### src/rtl/clk_div_prog_if.sv
// clk_div_prog_if: control/status bundle for the programmable clock divider.
interface clk_div_prog_if #(parameter int WIDTH = 16);
   logic en, load, clk_out, tick, pending;
   logic [WIDTH-1:0] div_in, duty_in, cnt;
   modport master (output en, load, div_in, duty_in, input clk_out, tick, pending, cnt);
   modport slave (input en, load, div_in, duty_in, output clk_out, tick, pending, cnt);
endinterface

### src/rtl/clk_div_prog.sv
// clk_div_prog: programmable glitch-free clock divider with double-buffered divisor.
// Define CLK_DIV_DUTY_EN to allow a programmable high time instead of the fixed D>>1.
module clk_div_prog #(
   parameter int WIDTH = 16,
   parameter int DEFAULT_DIV = 8
) (
   input logic clk_in,
   input logic rst,
   clk_div_prog_if.slave bus
);
   localparam logic [WIDTH-1:0] DDIV = WIDTH'(DEFAULT_DIV);
   logic [WIDTH-1:0] cnt, d_cur, d_pend, d_req, d_nxt, h_nxt, cnt_nxt;
   logic clk_out, tick, pending, wrap, apply;
   assign wrap = bus.en && cnt == d_cur - 1'b1;
   assign apply = wrap && pending;
   assign d_req = bus.div_in < WIDTH'(2) ? WIDTH'(2) : bus.div_in;
   assign d_nxt = apply ? d_pend : d_cur;
   assign cnt_nxt = wrap ? '0 : cnt + 1'b1;
`ifdef CLK_DIV_DUTY_EN
   logic [WIDTH-1:0] h_cur, h_pend, h_req;
   assign h_req = bus.duty_in == '0 ? WIDTH'(1) : bus.duty_in > d_req - 1'b1 ? d_req - 1'b1 : bus.duty_in;
   assign h_nxt = apply ? h_pend : h_cur;
   always_ff @(posedge clk_in) begin
      if (rst) begin
         h_cur <= DDIV >> 1;
         h_pend <= DDIV >> 1;
      end else begin
         if (bus.load) h_pend <= h_req;
         if (bus.en) h_cur <= h_nxt;
      end
   end
`else
   logic unused_duty;
   assign unused_duty = ^bus.duty_in;
   assign h_nxt = d_nxt >> 1;
`endif
   // A load on the wrap edge lands in the pending slot after the old contents are applied.
   always_ff @(posedge clk_in) begin
      if (rst) begin
         cnt <= DDIV - 1'b1;
         d_cur <= DDIV;
         d_pend <= DDIV;
         pending <= 1'b0;
         clk_out <= 1'b0;
         tick <= 1'b0;
      end else begin
         if (bus.load) begin
            d_pend <= d_req;
            pending <= 1'b1;
         end else if (apply) pending <= 1'b0;
         if (bus.en) begin
            cnt <= cnt_nxt;
            d_cur <= d_nxt;
            tick <= cnt_nxt == '0;
            clk_out <= cnt_nxt < h_nxt;
         end else tick <= 1'b0;
      end
   end
   assign bus.cnt = cnt;
   assign bus.tick = tick;
   assign bus.clk_out = clk_out;
   assign bus.pending = pending;
endmodule

### src/flat_wrapper.sv
// flat-port wrapper written by rule: the top's interface ports become plain ports
module clk_div_prog_flat 
#(
   parameter int WIDTH = 16,
   parameter int DEFAULT_DIV = 8
)
  (clk_in, rst, bus_en, bus_load, bus_div_in, bus_duty_in, bus_clk_out, bus_tick, bus_pending, bus_cnt);
  clk_div_prog_if #(.WIDTH(WIDTH)) bus_i ();
  input logic clk_in;
  input logic rst;
  input wire logic [$bits(bus_i.en)-1:0] bus_en;
  input wire logic [$bits(bus_i.load)-1:0] bus_load;
  input wire logic [$bits(bus_i.div_in)-1:0] bus_div_in;
  input wire logic [$bits(bus_i.duty_in)-1:0] bus_duty_in;
  output wire logic [$bits(bus_i.clk_out)-1:0] bus_clk_out;
  output wire logic [$bits(bus_i.tick)-1:0] bus_tick;
  output wire logic [$bits(bus_i.pending)-1:0] bus_pending;
  output wire logic [$bits(bus_i.cnt)-1:0] bus_cnt;
  assign bus_i.en = bus_en;
  assign bus_i.load = bus_load;
  assign bus_i.div_in = bus_div_in;
  assign bus_i.duty_in = bus_duty_in;
  assign bus_clk_out = bus_i.clk_out;
  assign bus_tick = bus_i.tick;
  assign bus_pending = bus_i.pending;
  assign bus_cnt = bus_i.cnt;
  clk_div_prog #(.WIDTH(WIDTH), .DEFAULT_DIV(DEFAULT_DIV)) u_core (.clk_in(clk_in), .rst(rst), .bus(bus_i));
endmodule
### config.mk
export PLATFORM = sky130hd
export DESIGN_NAME = clk_div_prog_flat
export DESIGN_NICKNAME = d
export VERILOG_FILES = /design/src/rtl/clk_div_prog_if.sv /design/src/rtl/clk_div_prog.sv /design/src/flat_wrapper.sv
export SDC_FILE = /design/constraint.sdc
export NUM_CORES = 1
export LEC_CHECK = 0
export CAP_MARGIN = 20
export CORE_AREA = 2 2 94 132
export CTS_CLUSTER_SIZE = 28
export DETAILED_ROUTE_END_ITERATION = 8
export DIE_AREA = 0 0 96 134
export GPL_ROUTABILITY_DRIVEN = 0
export PLACE_DENSITY_LB_ADDON = 0.12
export SETUP_SLACK_MARGIN = 0.4
export SYNTH_ARGS = -nofsm -noshare
export SYNTH_HDL_FRONTEND = slang
export SYNTH_SLANG_ARGS = --single-unit
### constraint.sdc
create_clock -name clk_in -period 6.8 [get_ports clk_in]
set_input_delay 1.36 -clock clk_in [delete_from_list [all_inputs] [get_ports clk_in]]
set_output_delay 1.36 -clock clk_in [all_outputs]
set_load 0.03 [all_outputs]
==> results of run 1 <==
## through the flow
| stage | instance area [um^2] | setup slack (ns) | std cells | util [%] |
|---|---|---|---|---|
| 2_1_floorplan | 3420 | 1.94 | 413 | - |
| 3_3_place_gp | 3870 | 0.964 | 574 | 33.1 |
| 3_5_place_dp | 3870 | 0.940 | 574 | 33.1 |
| 4_1_cts | 4050 | 1.23 | 582 | 34.6 |
| 5_1_grt | 4050 | 1.15 | 582 | 34.6 |
| 6_report | 4050 | 1.33 | 582 | 34.6 |
## kinds of logic (layout without fill, tap and decap cells)
family / after synthesis / in the layout
muxes: 30 / 30
and+or+nand+nor: 183 / 183
DFF: 51 / 51
buffers and inverters: 36 / 58
adders and majority gates: 16 / 16
AOI/OAI and AO/OA: 60 / 60
xor gates and xnor gates: 37 / 37
## where the power goes
part | internal, W | leakage [nW] | switching [W]
Sequential | 0.000312 | 0.416 | 0.0000184
Clock | 0.000185 | 0.0875 | 0.000125
Combinational | 0.0000798 | 1.09 | 0.000102
## synthesized netlist by cell type (all sizes together)
cell,count,share of area (%)
or4b,1,0.40
mux2,1,0.33
a211oi,1,0.22
and3,1,0.18
nor4b,1,0.26
a21o,5,1.1
a31oi,8,1.5
a31o,1,0.26
o21ai,6,0.88
a21oi,14,2.0
nor3,18,2.9
o211ai,2,0.44
a211o,3,0.77
nand2b,6,1.1
a41oi,1,0.26
o221ai,1,0.26
and2,3,0.55
a21bo,1,0.29
xor2,16,4.1
nor2,52,5.7
or3,6,1.1
nor4,11,2.4
nand4,12,2.2
ha,16,5.9
o2111ai,1,0.26
a32oi,1,0.48
nand4b,1,0.26
nand3b,3,0.66
or4,5,1.2
nor2b,15,2.7
dfxtp,51,30
nand3,14,2.0
a311o,1,0.33
clkinv,1,0.11
nand2,30,3.3
o31ai,12,2.6
inv,5,0.55
nor3b,3,0.99
clkbuf,22,2.4
and4b,1,0.29
o21a,1,0.22
mux2i,29,8.9
a2111oi,1,0.26
xnor2,21,5.4
buf,8,2.0
## critical path, stage by stage
cell             delay [ns]
clkdlybuf4s50_1        0.45
buf_4                  0.16
clkinv_1               0.09
nor3_1                 0.26
and2_1                 0.19
nand4_1                0.11
or4b_4                 0.56
or4_1                  0.49
buf_4                  0.22
mux2i_1                0.14
ha_1                   0.20
a21o_1                 0.15
a21o_1                 0.17
a21oi_1                0.14
nor2_1                 0.05
a2111oi_0              0.59
o221ai_1               0.20
a31oi_1                0.18
## metal layers
metal	track usage (%)	vias up
met3	2.25	15
met4	6.11	0
li1	-	1523
met2	25.9	44
met1	18.6	1377
met5	0	-
## sequential cells by signal, indices dropped and copies added (netlist names)
register            cells
u_core.bus.cnt         16
u_core.d_pend          16
u_core.d_cur           16
u_core.bus.clk_out      1
u_core.bus.pending      1
u_core.bus.tick         1
## cell usage in the layout, fill, tap and decap left out, drive strengths merged, types with 14 or more instances in the layout
cell type,instances
nand2,30
nor3,18
mux2i,29
nand3,14
nor2b,15
ha,16
dfxtp,51
nor2,52
xor2,16
clkdlybuf4s50,37
xnor2,21
a21oi,14
## how the worst max path moves through the flow
stage                                     to    from  slack (ns)
after global placement    u_core.bus.clk_out  bus_en        0.96
after global routing      u_core.bus.clk_out  bus_en        1.15
after CTS                 u_core.bus.clk_out  bus_en        1.23
after detailed placement  u_core.bus.clk_out  bus_en        0.94
after floorplan           u_core.bus.clk_out  bus_en        1.94
final                     u_core.bus.clk_out  bus_en        1.33
## final cells by class
| class | instances | area (um^2) | area share (%) |
|---|---|---|---|
| Tap cell | 147 | 184 | 4.54 |
| Sequential cell | 51 | 1020 | 25.2 |
| Inverter | 6 | 22.5 | 0.556 |
| Timing Repair Buffer | 44 | 420 | 10.4 |
| Multi-Input combinational cell | 326 | 2230 | 54.9 |
| Clock inverter | 2 | 38.8 | 0.957 |
| Clock buffer | 6 | 139 | 3.43 |
==> impl_metrics.tcl, run 1 <==
set metrics [dict create \
    dp_hpwl_um 7130 \
    yosysSeqAreaShare_pct 29.8 \
    r2r-end "u_core.bus.clk_out" \
    synth-simple-area-share_pct 28.3 \
    worstSetupPathType "in2reg" \
    worst_pin_slew_ns 1.01 \
    grt_max_degree 52 \
    cts-root-buf "clkbuf_16" \
    skew_ns 0.00559 \
    end_kind "flip-flop" \
    ant_nets 0 \
    post_cts_buffers 0 \
    cp-start-kind "input port" \
    regToRegSetupSlack_ns 1.89 \
    rr_worst_depth 18 \
    finalCriticalPeriod_ns 5.47 \
    total_power_w 0.000823 \
    yosysUniqueCellTypes 53 \
    fp.dieW_um 96 \
    clk_pin_slew_ns 0.07 \
    die_h_um 134 \
    hp-start "u_core.d_pend[0]" \
    cts_made_buffers 5 \
    min_period_over_period_pct 80.4 \
    wl_met2_um 4660 \
    synth_area_per_cell_um2 8.29 \
    finalSetupTns_ns 0 \
    drv_cap 0 \
    core-area_um2 11700 \
    top_layer "met4" \
    clock_tree.buffer_depth 2 \
    arrival_ns 5.70 \
    clk_latency_ns 0.30 \
    num_rows 47 \
    drt-total-wl_um 9340 \
    max-slew-margin-rel_pct 32.5 \
    p_leak_nw 1.60 \
    maxSlewViolCount 0 \
    cts_resized 0 \
    drt-met1-wl_um 4160 \
    outcome "completed" \
    start_util_pct 29.2 \
    min_path_type "reg2reg" \
    ctsHoldBuffers 0 \
    hold_slack_ns 0.482 \
    port_buffers 38 \
    ys_ff_latch 51 \
    synth_warnings 0 \
    areaGrowthSynthToFinish_pct 18.4 \
    n_antenna_cell 0 \
    io_pins 55 \
    post_drt_wl_per_cell_um 16.1 \
    synth_nets 465 \
    synth.area.mux_share_pct 9.25 \
    worstPathRequired_ns 7.03 \
    power_density_nw_per_um2 203 \
    finalHoldViolations 0 \
    grt_pass1_vias 2811 \
    synth_xor_xnor_area_share_pct 9.47 \
    ir_worst_vdd_mv 0.0982 \
    layout-drive-gt1-share_pct 6.67 \
    cts_tree "done" \
    drtIter0Drc 142 \
    antenna_found_initial 0 \
    dr_wl_met3_um 275 \
    die-area_um2 12900 \
    fin_nets 486 \
    gr-usage-all-layers_pct 15.1 \
    r2r_start "u_core.d_cur[0]" \
    grt-ovfl-total 0 \
    cp_max_fo 8 \
    synth_top_family_by_area "simple AND/OR/NAND/NOR gates" \
    hold_end "u_core.d_cur[0]" \
    cts_sinks 51 \
    rsz0062_at_grt "no" \
    grt_first_pass_wirelength_um 15000 \
    fmax_mhz 183 \
    syn_inst 413 \
    num_vias 2959 \
    synth_fa_ha_area_share_pct 5.85 \
    first_pass_iters 4 \
    fillers 1216 \
    drc 0 \
    synthesis.area_um2 3420 \
    synth_compound_area_share_pct 12.1 \
    htree_levels 2 \
    setup_viol 0 \
    viasPerCell 5.08 \
    holdPathStages 2 \
]
No activity file was read; power rests on OpenSTA's default activity.
==> inputs of run 2 (changes only) <==
- clock period: 6.8 -> 4.9 ns (I/O delays scaled with it)
==> impl_metrics.tcl, run 2 (synthesized netlist as in run 1, its figures left out) <==
set metrics [dict create \
    layout_common_cells "nor2_1, buf_4, dfxtp_1, clkdlybuf4s50_1, nand2_1" \
    ir_worst_vdd_mv 0.119 \
    antenna_found_initial 0 \
    cts_made_buffers 5 \
    rsz0062_at_grt "no" \
    p_leak_nw 1.80 \
    cpMaxStageDelayCell "or4_1" \
    n_antenna_cell 0 \
    num_rows 47 \
    grt_max_degree 33 \
    start_util_pct 29.2 \
    clock_tree.buffer_depth 2 \
    gr-usage-all-layers_pct 16.8 \
    areaGrowthSynthToFinish_pct 30.1 \
    fp.dieW_um 96 \
    setup_viol 0 \
    drtIter0Drc 169 \
    final_cell_area_um2 4450 \
    worstPathRequired_ns 5.13 \
    drt-total-wl_um 10300 \
    postPlaceCellArea_um2 4020 \
    cts-root-buf "clkbuf_16" \
    drc 0 \
    fin_nets 534 \
    min_path_type "reg2reg" \
    crit_chain "or4_1 -> or4_1 -> a21oi_1 -> a311o_2 -> a32oi_2 -> or4_4 -> mux2i_2 -> ha_1 -> a21o_1 -> a21o_1 -> a21oi_1 -> nor2_1 -> a2111oi_2 -> buf_4 -> o221ai_1 -> a31oi_1" \
    worst_pin_slew_ns 1.02 \
    worstSetupPathType "reg2reg" \
    finalSetupTns_ns 0 \
    cts_tree "done" \
    outcome "completed" \
    min_period_over_period_pct 88.1 \
    fmax_mhz 232 \
    grt_first_pass_wirelength_um 16800 \
    hold_slack_ns 0.478 \
    post_drt_wl_per_cell_um 16.3 \
    die_h_um 134 \
    finalCriticalPeriod_ns 4.32 \
    die-area_um2 12900 \
    end_kind "flip-flop" \
    layout-drive-gt1-share_pct 18.2 \
    cp-start-kind "flip-flop" \
    largestRegisters "u_core.bus.cnt x16, u_core.d_cur x16, u_core.d_pend x16" \
    cts_sinks 51 \
    core-area_um2 11700 \
    ctsHoldBuffers 0 \
    htree_levels 2 \
    grt-ovfl-total 0 \
    dp_hpwl_um 7470 \
    clk_latency_ns 0.29 \
    viasPerCell 5.21 \
    arrival_ns 4.54 \
    drv_cap 0 \
    finalHoldViolations 0 \
    cp_max_fo 9 \
    io_pins 55 \
    ant_nets 0 \
    num_vias 3281 \
    final_common_cell "nor2_1" \
    port_buffers 38 \
    fillers 1201 \
    maxSlewViolCount 0 \
    cpPeakStageDelay_ns 0.67 \
    first_pass_iters 4 \
    power_density_nw_per_um2 250 \
    max-slew-margin-rel_pct 31.9 \
    grt_pass1_vias 3227 \
    clk_pin_slew_ns 0.07 \
    skew_ns 0.00399 \
]
run 2: where the power goes:
part | internal, W | total [W] | switching [W] | leakage (nW)
Clock | 0.000192 | 0.000362 | 0.000170 | 0.0675
Combinational | 0.000139 | 0.000300 | 0.000162 | 1.32
Sequential | 0.000432 | 0.000452 | 0.0000204 | 0.418
run 2: through the flow:
| stage | util (%) | setup WS, ns | instances | total power, W |
|---|---|---|---|---|
| floorplan | - | 0.424 | 413 | 0.000637 |
| global placement | 34.3 | -0.271 | 593 | 0.000739 |
| detailed placement | 34.3 | -0.292 | 593 | 0.000742 |
| CTS | 37.8 | 0.407 | 629 | 0.00113 |
| global route | 38.0 | 0.405 | 630 | 0.00117 |
| finish | 38.0 | 0.583 | 630 | 0.00112 |
run 2: area by class of cell:
cell class / count / area, um^2 / area share, %
multi-input cells: 326 / 2280 / 51.1
clock inverters: 2 / 16.3 / 0.365
well taps: 147 / 184 / 4.13
clock buffers: 6 / 129 / 2.89
inverters: 6 / 23.8 / 0.534
repair buffers: 92 / 795 / 17.8
flip-flops and latches: 51 / 1030 / 23.1
run 2: timing repair:
item | CTS | global route
hold endpoints to repair | 0 | 0
gates resized for setup | 18 | 5
pin swaps | 8 | 4
buffers inserted | 28 | 1
endpoints found under the setup margin | 1 | 1
run 2: final timing paths:
check	slack (ns)	start	endpoint	cells after the start
min reg2reg	0.48	u_core.d_pend[0]	u_core.d_cur[0]	2
max reg2reg	0.58	u_core.d_cur[4]	u_core.bus.clk_out	16
min	0.48	u_core.d_pend[0]	u_core.d_cur[0]	2
max	0.58	u_core.d_cur[4]	u_core.bus.clk_out	16
run 2: critical path, delay by kind of cell (launching register included):
family / cells / cell delay, ns
AND/OR/NAND/NOR: 4 / 1.82
multiplexers: 1 / 0.23
adder cells (fa/ha/maj): 1 / 0.27
AO/OA/AOI/OAI: 9 / 1.33
flip-flops: 1 / 0.44
buffers and inverters: 1 / 0.17
run 2: layer usage:
layer | vias to the layer above | GRT usage, % | wire [um]
li1 | 1622 | - | -
met1 | 1550 | 20.7 | 4350
met2 | 84 | 28.7 | 5250
met3 | 25 | 2.25 | 349
met4 | 0 | 6.90 | 325
met5 | - | 0 | 0
